## src/rtl/mem_bus_arbiter.sv

```systemverilog
// Registered request/grant arbiter sharing one memory port among NUM_CH requesters.
// Define ARB_ROUND_ROBIN_EN for round-robin arbitration; fixed priority (lowest index) otherwise.
module mem_bus_arbiter #(
   parameter int NUM_CH = 2,
   parameter int ADDR_W = 32,
   parameter int DATA_W = 32
) (
   input  logic                     clk,
   input  logic                     rst,
   input  logic [NUM_CH-1:0]        ch_req,
   input  logic [NUM_CH-1:0]        ch_wr,
   input  logic [NUM_CH*ADDR_W-1:0] ch_addr,
   input  logic [NUM_CH*DATA_W-1:0] ch_wdata,
   output logic [NUM_CH*DATA_W-1:0] ch_rdata,
   output logic [NUM_CH-1:0]        ch_ready,
   output logic [NUM_CH-1:0]        ch_stall,
   output logic [ADDR_W-1:0]        addr,
   output logic [DATA_W-1:0]        data_in,
   output logic                     mem_wr,
   output logic                     mem_re,
   input  logic [DATA_W-1:0]        data_out,
   input  logic                     mem_ready
);

   localparam int IDX_W = (NUM_CH > 1) ? $clog2(NUM_CH) : 1;

   localparam logic [1:0] ST_IDLE = 2'd0;
   localparam logic [1:0] ST_BUSY = 2'd1;
   localparam logic [1:0] ST_DONE = 2'd2;

   logic [1:0]        state_reg;
   logic [IDX_W-1:0]  grant_reg;
   logic [ADDR_W-1:0] addr_reg;
   logic [DATA_W-1:0] data_in_reg;
   logic              mem_wr_reg;
   logic              mem_re_reg;

   logic [NUM_CH-1:0] pending;
   logic              start;
   logic              complete;
   logic [IDX_W-1:0]  win_idx;

   logic [ADDR_W-1:0] addr_arr  [NUM_CH];
   logic [DATA_W-1:0] wdata_arr [NUM_CH];

   assign pending  = ch_req & ~ch_ready;
   assign ch_stall = pending;
   assign start    = (state_reg == ST_IDLE) && (|pending);
   assign complete = (state_reg == ST_BUSY) && mem_ready;

   assign addr    = addr_reg;
   assign data_in = data_in_reg;
   assign mem_wr  = mem_wr_reg;
   assign mem_re  = mem_re_reg;

   generate
      for (genvar gi = 0; gi < NUM_CH; gi++) begin : g_unpack
         assign addr_arr[gi]  = ch_addr[gi*ADDR_W +: ADDR_W];
         assign wdata_arr[gi] = ch_wdata[gi*DATA_W +: DATA_W];
      end
   endgenerate

`ifdef ARB_ROUND_ROBIN_EN
   logic [IDX_W-1:0] last_reg;

   // Scan from the far end back so the candidate nearest (last+1) wins.
   always_comb begin
      win_idx = '0;
      for (int k = NUM_CH - 1; k >= 0; k--) begin
         if (pending[(int'(last_reg) + 1 + k) % NUM_CH]) begin
            win_idx = IDX_W'((int'(last_reg) + 1 + k) % NUM_CH);
         end
      end
   end

   always_ff @(posedge clk or negedge rst) begin
      if (!rst) begin
         last_reg <= IDX_W'(NUM_CH - 1);
      end else if (start) begin
         last_reg <= win_idx;
      end
   end
`else
   always_comb begin
      win_idx = '0;
      for (int k = NUM_CH - 1; k >= 0; k--) begin
         if (pending[k]) begin
            win_idx = IDX_W'(k);
         end
      end
   end
`endif

   always_ff @(posedge clk or negedge rst) begin
      if (!rst) begin
         state_reg   <= ST_IDLE;
         grant_reg   <= '0;
         addr_reg    <= '0;
         data_in_reg <= '0;
         mem_wr_reg  <= 1'b0;
         mem_re_reg  <= 1'b0;
      end else begin
         case (state_reg)
            ST_IDLE: begin
               if (start) begin
                  grant_reg   <= win_idx;
                  addr_reg    <= addr_arr[win_idx];
                  data_in_reg <= wdata_arr[win_idx];
                  mem_wr_reg  <= ch_wr[win_idx];
                  mem_re_reg  <= ~ch_wr[win_idx];
                  state_reg   <= ST_BUSY;
               end
            end
            ST_BUSY: begin
               if (mem_ready) begin
                  mem_wr_reg <= 1'b0;
                  mem_re_reg <= 1'b0;
                  state_reg  <= ST_DONE;
               end
            end
            ST_DONE: begin
               state_reg <= ST_IDLE;
            end
            default: begin
               state_reg <= ST_IDLE;
            end
         endcase
      end
   end

   // Each channel owns its read-data register; only the granted one is ever written.
   generate
      for (genvar gi = 0; gi < NUM_CH; gi++) begin : g_chan
         logic              ready_reg;
         logic [DATA_W-1:0] rdata_reg;
         logic              hit;

         assign hit = complete && (grant_reg == IDX_W'(gi));

         always_ff @(posedge clk or negedge rst) begin
            if (!rst) begin
               ready_reg <= 1'b0;
               rdata_reg <= '0;
            end else begin
               ready_reg <= hit;
               if (hit && mem_re_reg) begin
                  rdata_reg <= data_out;
               end
            end
         end

         assign ch_ready[gi]                  = ready_reg;
         assign ch_rdata[gi*DATA_W +: DATA_W] = rdata_reg;
      end
   endgenerate

endmodule

```

## config.mk

```make
export PLATFORM = sky130hd
export DESIGN_NAME = mem_bus_arbiter
export DESIGN_NICKNAME = d
export VERILOG_FILES = /design/src/rtl/mem_bus_arbiter.sv
export SDC_FILE = /design/constraint.sdc
export NUM_CORES = 1
export LEC_CHECK = 0
export ABC_AREA = 1
export CAP_MARGIN = 20
export CORE_MARGIN = 10
export CORE_UTILIZATION = 41
export CTS_CLUSTER_DIAMETER = 30
export DETAILED_ROUTE_END_ITERATION = 16
export GPL_ROUTABILITY_DRIVEN = 0
export PLACE_DENSITY = 0.81
export SLEW_MARGIN = 20
export SYNTH_ARGS = -nofsm -noshare
export SYNTH_HDL_FRONTEND = slang
export SYNTH_SLANG_ARGS = --single-unit
```

## constraint.sdc

```tcl
create_clock -name clk -period 1.7 [get_ports clk]
set_clock_uncertainty 0.2 [all_clocks]
set_input_delay 0.255 -clock clk [delete_from_list [all_inputs] [get_ports clk]]
set_output_delay 0.255 -clock clk [all_outputs]
set_load 0.01 [all_outputs]
```

; Yosys cells after proc, flatten, opt, wreduce, memory -nomap -nowiden
; Cells that the tools add are included.
[word_totals]
inputBits = 167
out_inout_bits = 134
elab_cells = 50
register_bits = 135
[classes]
n_mux = 18
order_cmp = 2
n_reduce_logical = 12
bitwise_logic = 5
n_eq_ne = 3
[ops]
columns = cell, count
row1 = $mux W32, 6
row2 = $mux W1, 7
row3 = $logic_and A1 B1 Y1, 6
row4 = $mux W2, 2
row5 = $ne A2 B2 Y1 const B, 2
row6 = $pmux W1 S2, 2
row7 = $pmux W2 S2, 1
row8 = $reduce_and A2 Y1, 2
row9 = $reduce_and A3 Y1, 1
row10 = $and A2 B2 Y2, 1
row11 = $eq A2 B1 Y1 const B, 1
row12 = $ge A2 B2 Y1 const B, 1
row13 = $logic_not A2 Y1, 1
row14 = $lt A1 B2 Y1 const B, 1
row15 = $not A1 Y1, 2
row16 = $not A1 Y2, 1
row17 = $not A2 Y2, 1
row18 = $reduce_bool A2 Y1, 1
row19 = $reduce_or A2 Y1, 1

; Depth between registers and ports, before layout
[depth]
word_depth = 9
depth_mapped = 9
depth_no_buf = 7

; Worst setup path before layout
; OpenSTA, ideal clock, no wires.
[synth_path]
kind = reg2reg
from = register g_chan[1].ready_reg
to = register addr_reg[0] (netlist: addr[0])
period_less_slack_ns = 1.446
setup_time_ns = 0.117
required_ns = 1.383
path_buffers = 2
path_stages_with_launch = 9
slack_ns = 0.254
t_arrival_ns = 1.130
path_cell_list = dfrtp_1 > nor2_4 > nand2_1 > buf_2 > buf_2 > nand2_1 > nand2_1 > nand2_1 > nand2_1
[synth_between]
elab_chain_cells = 8
elab_cells_between_ends = 11
classes_between = 5 x mux / 3 x bitwise / 3 x reduce/logical
[synth_lines]
columns = item, line
row1 = from (decl), 134  ; logic ready_reg;
row2 = from (signal assigned), 145  ; ready_reg <= hit;
row3 = $not A2 Y2 *, 46  ; assign pending = ch_req & ~ch_ready;
row4 = $and A2 B2 Y2 *, 46
row5 = $mux W1 (2 in a row), 87  ; if (pending[k]) begin
row6 = $not A1 Y2 (implied by the code), 107  ; addr_reg <= addr_arr[win_idx];
row7 = $mux W32 (implied by the code) (3 in a row), 107
row8 = to (signal assigned), 107
row9 = to (decl), 33  ; logic [ADDR_W-1:0] addr_reg;
; Mark *: on every way between the ends. The rest lies on a longest branch, timed or not. The select of a mux whose other input is x is not followed.
; A chain may end at the register's enable or synchronous reset.

; Final worst setup path
[layout_path]
from = register g_chan[0].ready_reg
to = output ch_ready[0]
[layout_lines]
columns = item, line
row1 = from (decl), 134
row2 = from (signal assigned), 145
row3 = to (decl), 15  ; output logic [NUM_CH-1:0] ch_ready,
; No word-level cell between the ends.

==> flow_summary.json <==
{
  "synth_top_area_cell": "dfrtp_1",
  "clock-sinks": 135,
  "h-tree-depth": 4,
  "grtUsageTotal_pct": 21.2,
  "synthCells": 796,
  "first_iter_violations": 263,
  "synthFlopType": "dfrtp_1",
  "yosysMostFrequentCell": "nand2_1",
  "synth_edf_count": 0,
  "synth_seq_cells": 135,
  "syn_area_per_cell_sq_um": 7.64,
  "vias_per_cell": 4.76,
  "core-area_sq_um": 14500,
  "cts_tree": "done",
  "p_leak_uw": 0.00546,
  "layout.nets": 1265,
  "drv_cap": 0,
  "netlist_area_sq_um": 6080,
  "ys_seq_area_share_pct": 55.5,
  "first_pass_iters": 4,
  "fin_crit_sh_pct": 96.6,
  "tightest_slew_ns": 0.326,
  "die_w_microns": 142,
  "syn_nets": 963,
  "drt.antenna.violating_nets": 0,
  "routedWlPerCell_microns": 16.9,
  "ys_types": 18,
  "yosys.area.top_type_share_pct": 55.5,
  "die_h_microns": 142,
  "largest_register_ffs": 64,
  "grt_pass1_wl_microns": 34000,
  "power_density_nw_per_um2": 1570,
  "numPortBuffers": 300,
  "setup_viol": 0,
  "dp_cells": 1262,
  "drive_above_1_share_pct": 7.47,
  "critPathLaunch": "g_chan[0].ready_reg",
  "path_class": "register to output pin",
  "grt_max_degree": 48,
  "endpoint_kind": "output pin",
  "hold-worst-slack_ns": 0.0872,
  "pin_count": 301,
  "die_area_sq_um": 20100,
  "maxSlewHeadroom_pct": 78.3,
  "routed_wl_microns": 21900,
  "grt_overflow": 0,
  "start_kind": "register",
  "via_count": 6160,
  "synthArstFlopShare_pct": 100,
  "reg2reg_from": "g_chan[0].ready_reg",
  "dp_hpwl_microns": 16200,
  "rsz0062_at_grt": "no",
  "cts_buffers": 17,
  "synthTopCellsByCount": "nand2_1 (522), dfrtp_1 (135), nand3_1 (67), buf_2 (28), buf_4 (13)",
  "antenna_found_initial": 0,
  "diodes": 0,
  "max_freq_mhz": 609,
  "cp_max_fo": 2,
  "critPathRequiredTime_ns": 1.24,
  "hold_path.class": "primary input to async pin",
  "syn_to_final_growth_pct": 62.8,
  "ir_drop_mv": 0.778,
  "synth_area_leaders": "dfrtp_1 (56%), nand2_1 (32%), nand3_1 (5.5%)",
  "finalNonFillerCells": 1295,
  "drc": 0,
  "yosysWarnings": 0,
  "cts-root-buf": "clkbuf_16",
  "clk_latency_ns": 0.41,
  "placementRows": 44,
  "clockBufferDepth": 2,
  "arrival_ns": 1.19,
  "cts.clk_slew.worst_paths_ns": 0.07,
  "start_util_pct": 41.9,
  "finalMaxSlewViolations": 0,
  "status": "complete, no violations",
  "hold_viol_final": 0,
  "min_period_ns": 1.64,
  "grt_pass1_vias": 6261
}
-- critical path, stage by stage (launching register included) --
cell,delay [ns]
dfrtp_1,0.39
buf_4,0.15
clkdlybuf4s15_1,0.23
-- per-stage QoR --
stage / total power [uW] / util (%) / TNS (ns) / instance area, sq um / worst slack (ns)
after CTS: 15700 / 68.2 / 0 / 9910 / 0.00882
after global placement: 12700 / 65.1 / -17.17 / 9470 / -0.220
final: 15500 / 68.1 / 0 / 9900 / 0.0586
after floorplan: 8480 / - / 0 / 6080 / 0.254
after global routing: 16600 / 68.1 / 0 / 9900 / 0.0138
after detailed placement: 12900 / 65.1 / -19.01 / 9470 / -0.251
-- metal layers --
layer	part of all wire (%)	up-vias	GRT usage (%)	routed length (microns)
met4	3.0	0	8.07	655
met3	6.8	40	6.71	1490
met5	0	-	0	0
met1	39	2874	24.1	8550
met2	51	207	36.2	11200
li1	-	3039	-	-
-- layout make-up --
class	instances	area, sq um
timing repair buffer	332	3240
fill	1230	4630
clock inverter	15	170
tap	184	230
sequential	135	3380
inverter	10	37.5
clock buffer	17	425
multi-input combinational	602	2420
-- logic make-up (layout without fill, tap and decap cells) --
group | count (synthesis) | count (layout) | synth area share, %
compound gates | 4 | 4 | 0.432
flops | 135 | 135 | 55.5
simple gates | 598 | 598 | 39.0
buf+inv | 59 | 374 | 5.02
-- placed cells by master (no fill, tap or decap), drive strengths merged --
cell,instances
nand2,524
a21oi,1
nor3,2
nand3,67
clkinvlp,2
bufinv,2
buf,34
clkdlybuf4s15,1
dlygate4sd3,1
clkinv,6
o31ai,1
inv,15
clkbuf,17
o21ai,2
clkdlybuf4s50,165
dlygate4sd2,131
nor2,5
dfrtp,135
-- path summary, 6_finish.rpt --
check | to | slack, ns | cells past startpoint
max in group asynchronous | mem_re | 0.63 | 3
hold / removal | g_chan[1].rdata_reg[9] | 0.09 | 2
setup reg to reg | addr[19] | 0.10 | 7
hold reg to reg | data_in[12] | 0.27 | 2
min in group clk | g_chan[0].rdata_reg[13] | 0.19 | 3
setup / recovery | ch_ready[0] | 0.06 | 2
-- timing repair --
item                       CTS  global route
pin swaps                    0             1
hold buffers                 1             0
buffers inserted             0             0
hold endpoints to repair   135             0
setup endpoints to repair  134            22
gates resized for setup    141             3
-- power breakdown --
group	leakage (uW)	switching [uW]	internal [uW]	total, uW
Clock	0.000287	1510	2190	3700
Sequential	0.00171	714	4610	5320
Combinational	0.00347	3640	2870	6510
Power figures use the tool's default switching activity.
